File: src/rtl/rwt_tx_pkg.sv
// ----------------------------------------------------------------------------
// rwt_tx_pkg
//   Shared definitions for the timed TX burst controller:
//     - tx_state_e        : burst controller state encoding
//     - TAG_TYPE_TIME_DEF : default tag type that carries a 64-bit start time
//     - CNT_W             : width of the status counters
//     - sat_inc()         : saturating counter update with priority clear
// ----------------------------------------------------------------------------
package rwt_tx_pkg;

    localparam int unsigned CNT_W             = 16;
    localparam logic [6:0]  TAG_TYPE_TIME_DEF = 7'h01;

    typedef enum logic [1:0] {
        ST_IDLE,
        ST_WAIT_TIME,
        ST_STREAM,
        ST_DROP
    } tx_state_e;

    // Clear wins over a coincident increment; increments stop at all-ones.
    function automatic logic [CNT_W-1:0] sat_inc(
        input logic [CNT_W-1:0] cnt,
        input logic             inc,
        input logic             clr
    );
        if (clr) begin
            return '0;
        end
        if (inc && (cnt != '1)) begin
            return cnt + CNT_W'(1);
        end
        return cnt;
    endfunction

endpackage

File: src/rtl/rwt_axis_pipe_reg.sv
// ----------------------------------------------------------------------------
// rwt_axis_pipe_reg
//   Single register stage for a valid/ready stream. Full throughput: the
//   stage accepts a new beat whenever it is empty or its content is being
//   taken in the same cycle.
// Ports:
//   clk, aresetn          clock, asynchronous active-low reset
//   in_valid/in_ready     upstream handshake
//   in_data [WIDTH-1:0]   upstream payload
//   out_valid/out_ready   downstream handshake
//   out_data [WIDTH-1:0]  registered payload (held while out_valid && !out_ready)
// ----------------------------------------------------------------------------
module rwt_axis_pipe_reg #(
    parameter int unsigned WIDTH = 65
) (
    input  logic             clk,
    input  logic             aresetn,
    input  logic             in_valid,
    output logic             in_ready,
    input  logic [WIDTH-1:0] in_data,
    output logic             out_valid,
    output logic [WIDTH-1:0] out_data,
    input  logic             out_ready
);

    assign in_ready = !out_valid || out_ready;

    always_ff @(posedge clk or negedge aresetn) begin
        if (!aresetn) begin
            out_valid <= 1'b0;
            out_data  <= '0;
        end else begin
            if (in_ready) begin
                out_valid <= in_valid;
            end
            if (in_valid && in_ready) begin
                out_data <= in_data;
            end
        end
    end

endmodule

File: src/rtl/rwt_tx_burst_ctrl.sv
// ----------------------------------------------------------------------------
// rwt_tx_burst_ctrl
//   Admits tagged sample bursts into the DAC stream. A time tag holds the
//   burst until time_now reaches the tagged start time; untagged bursts go
//   out immediately. Tag beats are always consumed and never forwarded.
// Ports:
//   clk, aresetn                  user clock, asynchronous active-low reset
//   enable                        admits new bursts (never truncates one)
//   time_now [63:0]               current sample time, unsigned
//   clear_counts                  single-cycle clear of the status counters
//   s_axi_*                       tagged input stream
//   m_axi_*                       registered sample output stream
//   busy                          controller not idle
//   late_count, burst_count       saturating status counters
// Configuration:
//   RWT_TX_BURST_LATE_DROP_EN     defined: late bursts are consumed and
//                                 dropped; undefined: late bursts are sent
//                                 immediately.
// ----------------------------------------------------------------------------
module rwt_tx_burst_ctrl
    import rwt_tx_pkg::*;
#(
    parameter logic [6:0] TAG_TYPE_TIME = TAG_TYPE_TIME_DEF
) (
    input  logic             clk,
    input  logic             aresetn,
    input  logic             enable,
    input  logic [63:0]      time_now,
    input  logic             clear_counts,
    output logic             s_axi_ready,
    input  logic             s_axi_valid,
    input  logic [63:0]      s_axi_data,
    input  logic             s_axi_tag_valid,
    input  logic [6:0]       s_axi_tag_type,
    input  logic             s_axi_last,
    input  logic             m_axi_ready,
    output logic             m_axi_valid,
    output logic [63:0]      m_axi_data,
    output logic             m_axi_last,
    output logic             busy,
    output logic [CNT_W-1:0] late_count,
    output logic [CNT_W-1:0] burst_count
);

`ifdef RWT_TX_BURST_LATE_DROP_EN
    localparam tx_state_e LATE_STATE = ST_DROP;
`else
    localparam tx_state_e LATE_STATE = ST_STREAM;
`endif

    tx_state_e   state, state_nxt;
    logic [63:0] target;
    logic        target_ld;
    logic        pipe_ready;
    logic        rdy;
    logic        xfer;
    logic        is_time;
    logic        fwd;
    logic        burst_inc;
    logic        late_inc;

    // Readiness depends only on state, enable and the output stage, never
    // on s_axi_valid, so it is kept apart from the next-state logic.
    always_comb begin
        rdy = 1'b0;
        case (state)
            ST_IDLE:   rdy = enable && pipe_ready;
            ST_STREAM: rdy = pipe_ready;
            ST_DROP:   rdy = 1'b1;
            default:   rdy = 1'b0;
        endcase
    end

    assign s_axi_ready = aresetn && rdy;
    assign xfer        = s_axi_valid && s_axi_ready;
    assign is_time     = s_axi_tag_valid && (s_axi_tag_type == TAG_TYPE_TIME);
    assign busy        = (state != ST_IDLE);

    always_comb begin
        state_nxt = state;
        fwd       = 1'b0;
        burst_inc = 1'b0;
        late_inc  = 1'b0;
        target_ld = 1'b0;
        case (state)
            ST_IDLE: begin
                if (xfer) begin
                    if (!s_axi_tag_valid) begin
                        fwd = 1'b1;
                        if (s_axi_last) begin
                            burst_inc = 1'b1;
                        end else begin
                            state_nxt = ST_STREAM;
                        end
                    end else if (is_time) begin
                        target_ld = 1'b1;
                        // Lateness is judged on the incoming tag itself,
                        // target only becomes valid next cycle.
                        if (time_now > s_axi_data) begin
                            late_inc  = 1'b1;
                            state_nxt = LATE_STATE;
                        end else begin
                            state_nxt = ST_WAIT_TIME;
                        end
                    end
                end
            end
            ST_WAIT_TIME: begin
                if (time_now >= target) begin
                    state_nxt = ST_STREAM;
                end
            end
            ST_STREAM: begin
                if (xfer && !s_axi_tag_valid) begin
                    fwd = 1'b1;
                    if (s_axi_last) begin
                        burst_inc = 1'b1;
                        state_nxt = ST_IDLE;
                    end
                end
            end
            ST_DROP: begin
                if (xfer && !s_axi_tag_valid && s_axi_last) begin
                    state_nxt = ST_IDLE;
                end
            end
            default: state_nxt = ST_IDLE;
        endcase
    end

    always_ff @(posedge clk or negedge aresetn) begin
        if (!aresetn) begin
            state <= ST_IDLE;
        end else begin
            state <= state_nxt;
        end
    end

    always_ff @(posedge clk or negedge aresetn) begin
        if (!aresetn) begin
            target      <= '0;
            late_count  <= '0;
            burst_count <= '0;
        end else begin
            if (target_ld) begin
                target <= s_axi_data;
            end
            late_count  <= sat_inc(late_count, late_inc, clear_counts);
            burst_count <= sat_inc(burst_count, burst_inc, clear_counts);
        end
    end

    rwt_axis_pipe_reg #(
        .WIDTH (65)
    ) u_pipe (
        .clk       (clk),
        .aresetn   (aresetn),
        .in_valid  (fwd),
        .in_ready  (pipe_ready),
        .in_data   ({s_axi_last, s_axi_data}),
        .out_valid (m_axi_valid),
        .out_data  ({m_axi_last, m_axi_data}),
        .out_ready (m_axi_ready)
    );

endmodule

File: config.mk
export PLATFORM = sky130hd
export DESIGN_NAME = rwt_tx_burst_ctrl
export DESIGN_NICKNAME = d
export VERILOG_FILES = /design/src/rtl/rwt_tx_pkg.sv /design/src/rtl/rwt_axis_pipe_reg.sv /design/src/rtl/rwt_tx_burst_ctrl.sv
export SDC_FILE = /design/constraint.sdc
export NUM_CORES = 1
export LEC_CHECK = 0
export BUFFER_PORTS_ARGS = -buffer_cell sky130_fd_sc_hd__buf_4
export CORE_ASPECT_RATIO = 0.75
export CORE_UTILIZATION = 43
export DETAILED_ROUTE_END_ITERATION = 10
export HOLD_SLACK_MARGIN = 0.03
export PLACE_DENSITY = 0.66
export SKIP_CTS_REPAIR_TIMING = 1
export SYNTH_ARGS = -nofsm -noshare
export SYNTH_HDL_FRONTEND = slang
export SYNTH_SLANG_ARGS = --single-unit
File: constraint.sdc
create_clock -name clk -period 2.7 [get_ports clk]
set_clock_uncertainty 0.2 [all_clocks]
set_input_delay 0.27 -clock clk [delete_from_list [all_inputs] [get_ports clk]]
set_output_delay 0.27 -clock clk [all_outputs]
set_load 0.1 [all_outputs]
==> results.yml <==
sta:
  finalMaxSlewViolations: 0
  setup-tns-final_ns: 0
  finalCriticalPeriod_ns: 2.69
  hold-worst-slack_ns: 0.0216
  hold_viol: 0
  rsz0062_at_grt: "yes"
  max_slew_margin_pct: 53.0
  max_freq_mhz: 372
  timing.final.crit_share_pct: 99.5
  finalSetupViolCount: 0
  tightest_slew_ns: 0.705
  setup_ws_ns: 0.0124
drt:
  drt_wl_total_mm: 29.2
  ant_nets: 0
  wl_per_cell_um: 15.8
  drt_pre_antenna_iters: 5
  drt_iter0_markers: 537
  avgViaCountPerCell: 4.99
  vias: 9213
  drc: 0
synth:
  synth_common_cells: "nand2_1 (181), dfrtp_1 (164), o21ai_0 (148), inv_1 (132), ha_1 (130)"
  syn_avg_cell_area_sq_um: 8.89
  synthCells: 1078
  ys_seq_area_share_pct: 42.8
  yosys.area.top_type: "dfrtp_1"
  ys_top_cells_by_area: "dfrtp_1 (43%), ha_1 (17%), o21ai_0 (7.7%)"
  ys_types: 51
  synth-seq-cells: 164
  synth_most_common_cell: "nand2_1"
  synth-main-ff-cell: "dfrtp_1"
  syn-cell-area_sq_um: 9590
  synthArstFlopShare_pct: 100
  synth_top_area_share_pct: 42.8
  synth-edff-count: 0
  synth_fp_nets: 1351
  yosys_warnings: 0
critical_path:
  cp-start-kind: "input pin"
  cp_max_fo: 8
  critPathRequiredTime_ns: 2.85
  regToRegSetupSlack_ns: 0.14
  reg2regPathDepth: 7
  r2r_end: "late_count[5]$_DFFE_PN0P_"
  cp-end-kind: "register"
  cp.arrival_ns: 2.83
  rr_startpoint: "u_pipe.out_valid$_DFFE_PN0N_"
  timing.setup.critical_path_class: "input pin to register"
place:
  dpl.hpwl_mm: 21.1
  gp_congestion: 0.899
  portBuffers: 242
  preCtsSetupSlack_ns: -0.553
run_status:
  status: "finished, final reports clean"
hold_path:
  min_to: "u_pipe.out_data[41]$_DFFE_PN0P_"
  min_path_cells: 4
  hp-class: "input pin to register"
  worstHoldStart: "s_axi_data[41]"
grt:
  grt_util_all_layers_pct: 24.4
  overflow: 0
  grt_pass1_wl_mm: 44.0
  antenna_found_initial: 0
  grt_max_degree: 117
  grt_pass1_vias: 8632
die:
  core_area_sq_um: 21500
  die_w_um: 174
  boundaryPins: 243
  die-area_sq_um: 22900
  initial_core_util_pct: 44.7
  rows: 46
  die_height_um: 131
pwr:
  swShare_pct: 25.8
  p_per_area_nw_per_um2: 384
  pwr-share-comb_pct: 15.5
  p_leak_uw: 0.00756
  netSwitchingPower_uw: 1450
  peakVddDrop_v: 0.000443
  p_clk_share_pct: 40.7
  seq_power_share_pct: 43.8
  internal_power_uw: 4160
layout:
  nNetsFinal: 1817
  postLayoutCoreUtil_pct: 68.0
  seqCellArea_sq_um: 4140
  multi_input_area_sq_um: 5080
  diodes: 0
  drive_gt1_share_pct: 30.2
  nFillCells: 1736
  area_growth_pct: 52.3
cts:
  cts.reportedPaths.clkPinSlew_ns: 0.07
  cts_sinks: 164
  numCtsBuffers: 17
  cts_tree: "done"
  clk_latency_ns: 0.42
  cts_max_path_buffers: 2
  clockRootBuffer: "clkbuf_16"
  cts-htree-levels: 4
job:
  max-cap-violations: 0
cells by family (layout without fill, tap and decap cells):
kind of cell | Yosys count | in the layout | synth area share (%)
mux | 7 | 7 | 0.796
xor+xnor | 20 | 20 | 1.83
flops | 164 | 164 | 42.8
compound gates | 250 | 250 | 14.4
simple gates | 339 | 339 | 16.5
fa+ha+maj | 130 | 130 | 17.0
buf+inv | 168 | 647 | 6.67
how the worst max path moves through the flow:
stage / startpoint / end / slack [ns] / depth (start not counted)
after detailed placement: s_axi_data[59] / late_count[12]$_DFFE_PN0P_ / -0.55 / 12
after floorplan: s_axi_data[11] / late_count[5]$_DFFE_PN0P_ / -0.09 / 10
after CTS: s_axi_data[59] / late_count[15]$_DFFE_PN0P_ / -0.12 / 13
after global routing: s_axi_data[43] / late_count[7]$_DFFE_PN0P_ / -0.04 / 14
after global placement: s_axi_data[38] / late_count[12]$_DFFE_PN0P_ / -0.54 / 13
final: s_axi_data[43] / late_count[14]$_DFFE_PN0P_ / 0.01 / 13
layer usage:
layer / up-vias / track usage (%) / routed length, um
met1: 4336 / 34.3 / 13600
met4: 0 / 5.02 / 348
met5: - / 0 / 0
met2: 239 / 37.3 / 13600
li1: 4615 / - / -
met3: 23 / 6.68 / 1750
state kept, by name (all words and copies together) (netlist names):
signal            flops
burst_count          16
u_pipe.out_valid      1
state                 2
target               64
u_pipe.out_data      65
late_count           16
layout make-up:
type / count / area share [%]
flip-flops and latches: 164 / 28.4
repair buffers: 483 / 27.1
clock buffers: 20 / 3.06
inverters: 132 / 3.51
well taps: 288 / 2.47
clock inverters: 12 / 0.686
multi-input cells: 746 / 34.8
power groups by stage:
stage          sequential [uW]  clock (uW)  combinational [uW]
2_1_floorplan             2510           0                 241
3_3_place_gp              2500           0                 703
3_5_place_dp              2500           0                 720
4_1_cts                   2460        2340                 726
5_1_grt                   2450        2460                 963
6_report                  2460        2280                 871
per-stage QoR:
stage | cell area, sq um | total power (uW) | std cells
floorplan | 9730 | 2750 | 1078
global placement | 12800 | 3210 | 1707
detailed placement | 12800 | 3220 | 1707
CTS | 13400 | 5530 | 1739
global route | 14600 | 5880 | 1845
finish | 14600 | 5610 | 1845
layout by cell type, fill, tap and decap left out, types with 3 or more instances in the layout:
cell type	instances
nand2_1	180
a31o_2	3
a21oi_1	59
mux2_2	4
o31ai_1	3
nor2b_1	7
nand3_1	29
inv_6	4
dfrtp_2	10
nor2_1	39
nor3_2	4
dfrtp_1	147
buf_6	3
clkinvlp_4	6
dlygate4sd3_1	106
nor3_1	6
inv_1	128
dfrtp_4	7
xor2_1	12
and3_1	7
nand2b_1	7
ha_1	125
buf_12	4
ha_4	5
nand4_1	27
and2_1	5
a21o_1	8
xnor2_1	8
clkbuf_16	17
o21ai_0	147
a31oi_1	3
buf_4	370
and4_1	7
critical path: stages:
cell and delay, ns:
buf_4 0.09, inv_1 0.05, ha_1 0.30, nand2_1 0.07
o21ai_0 0.34, a221oi_2 0.15, buf_4 0.15, a21boi_1 0.33
nor4_4 0.09, buf_6 0.16, or2_4 0.27, or4_4 0.42
a21oi_2 0.13
No activity file was read; power rests on OpenSTA's default activity.
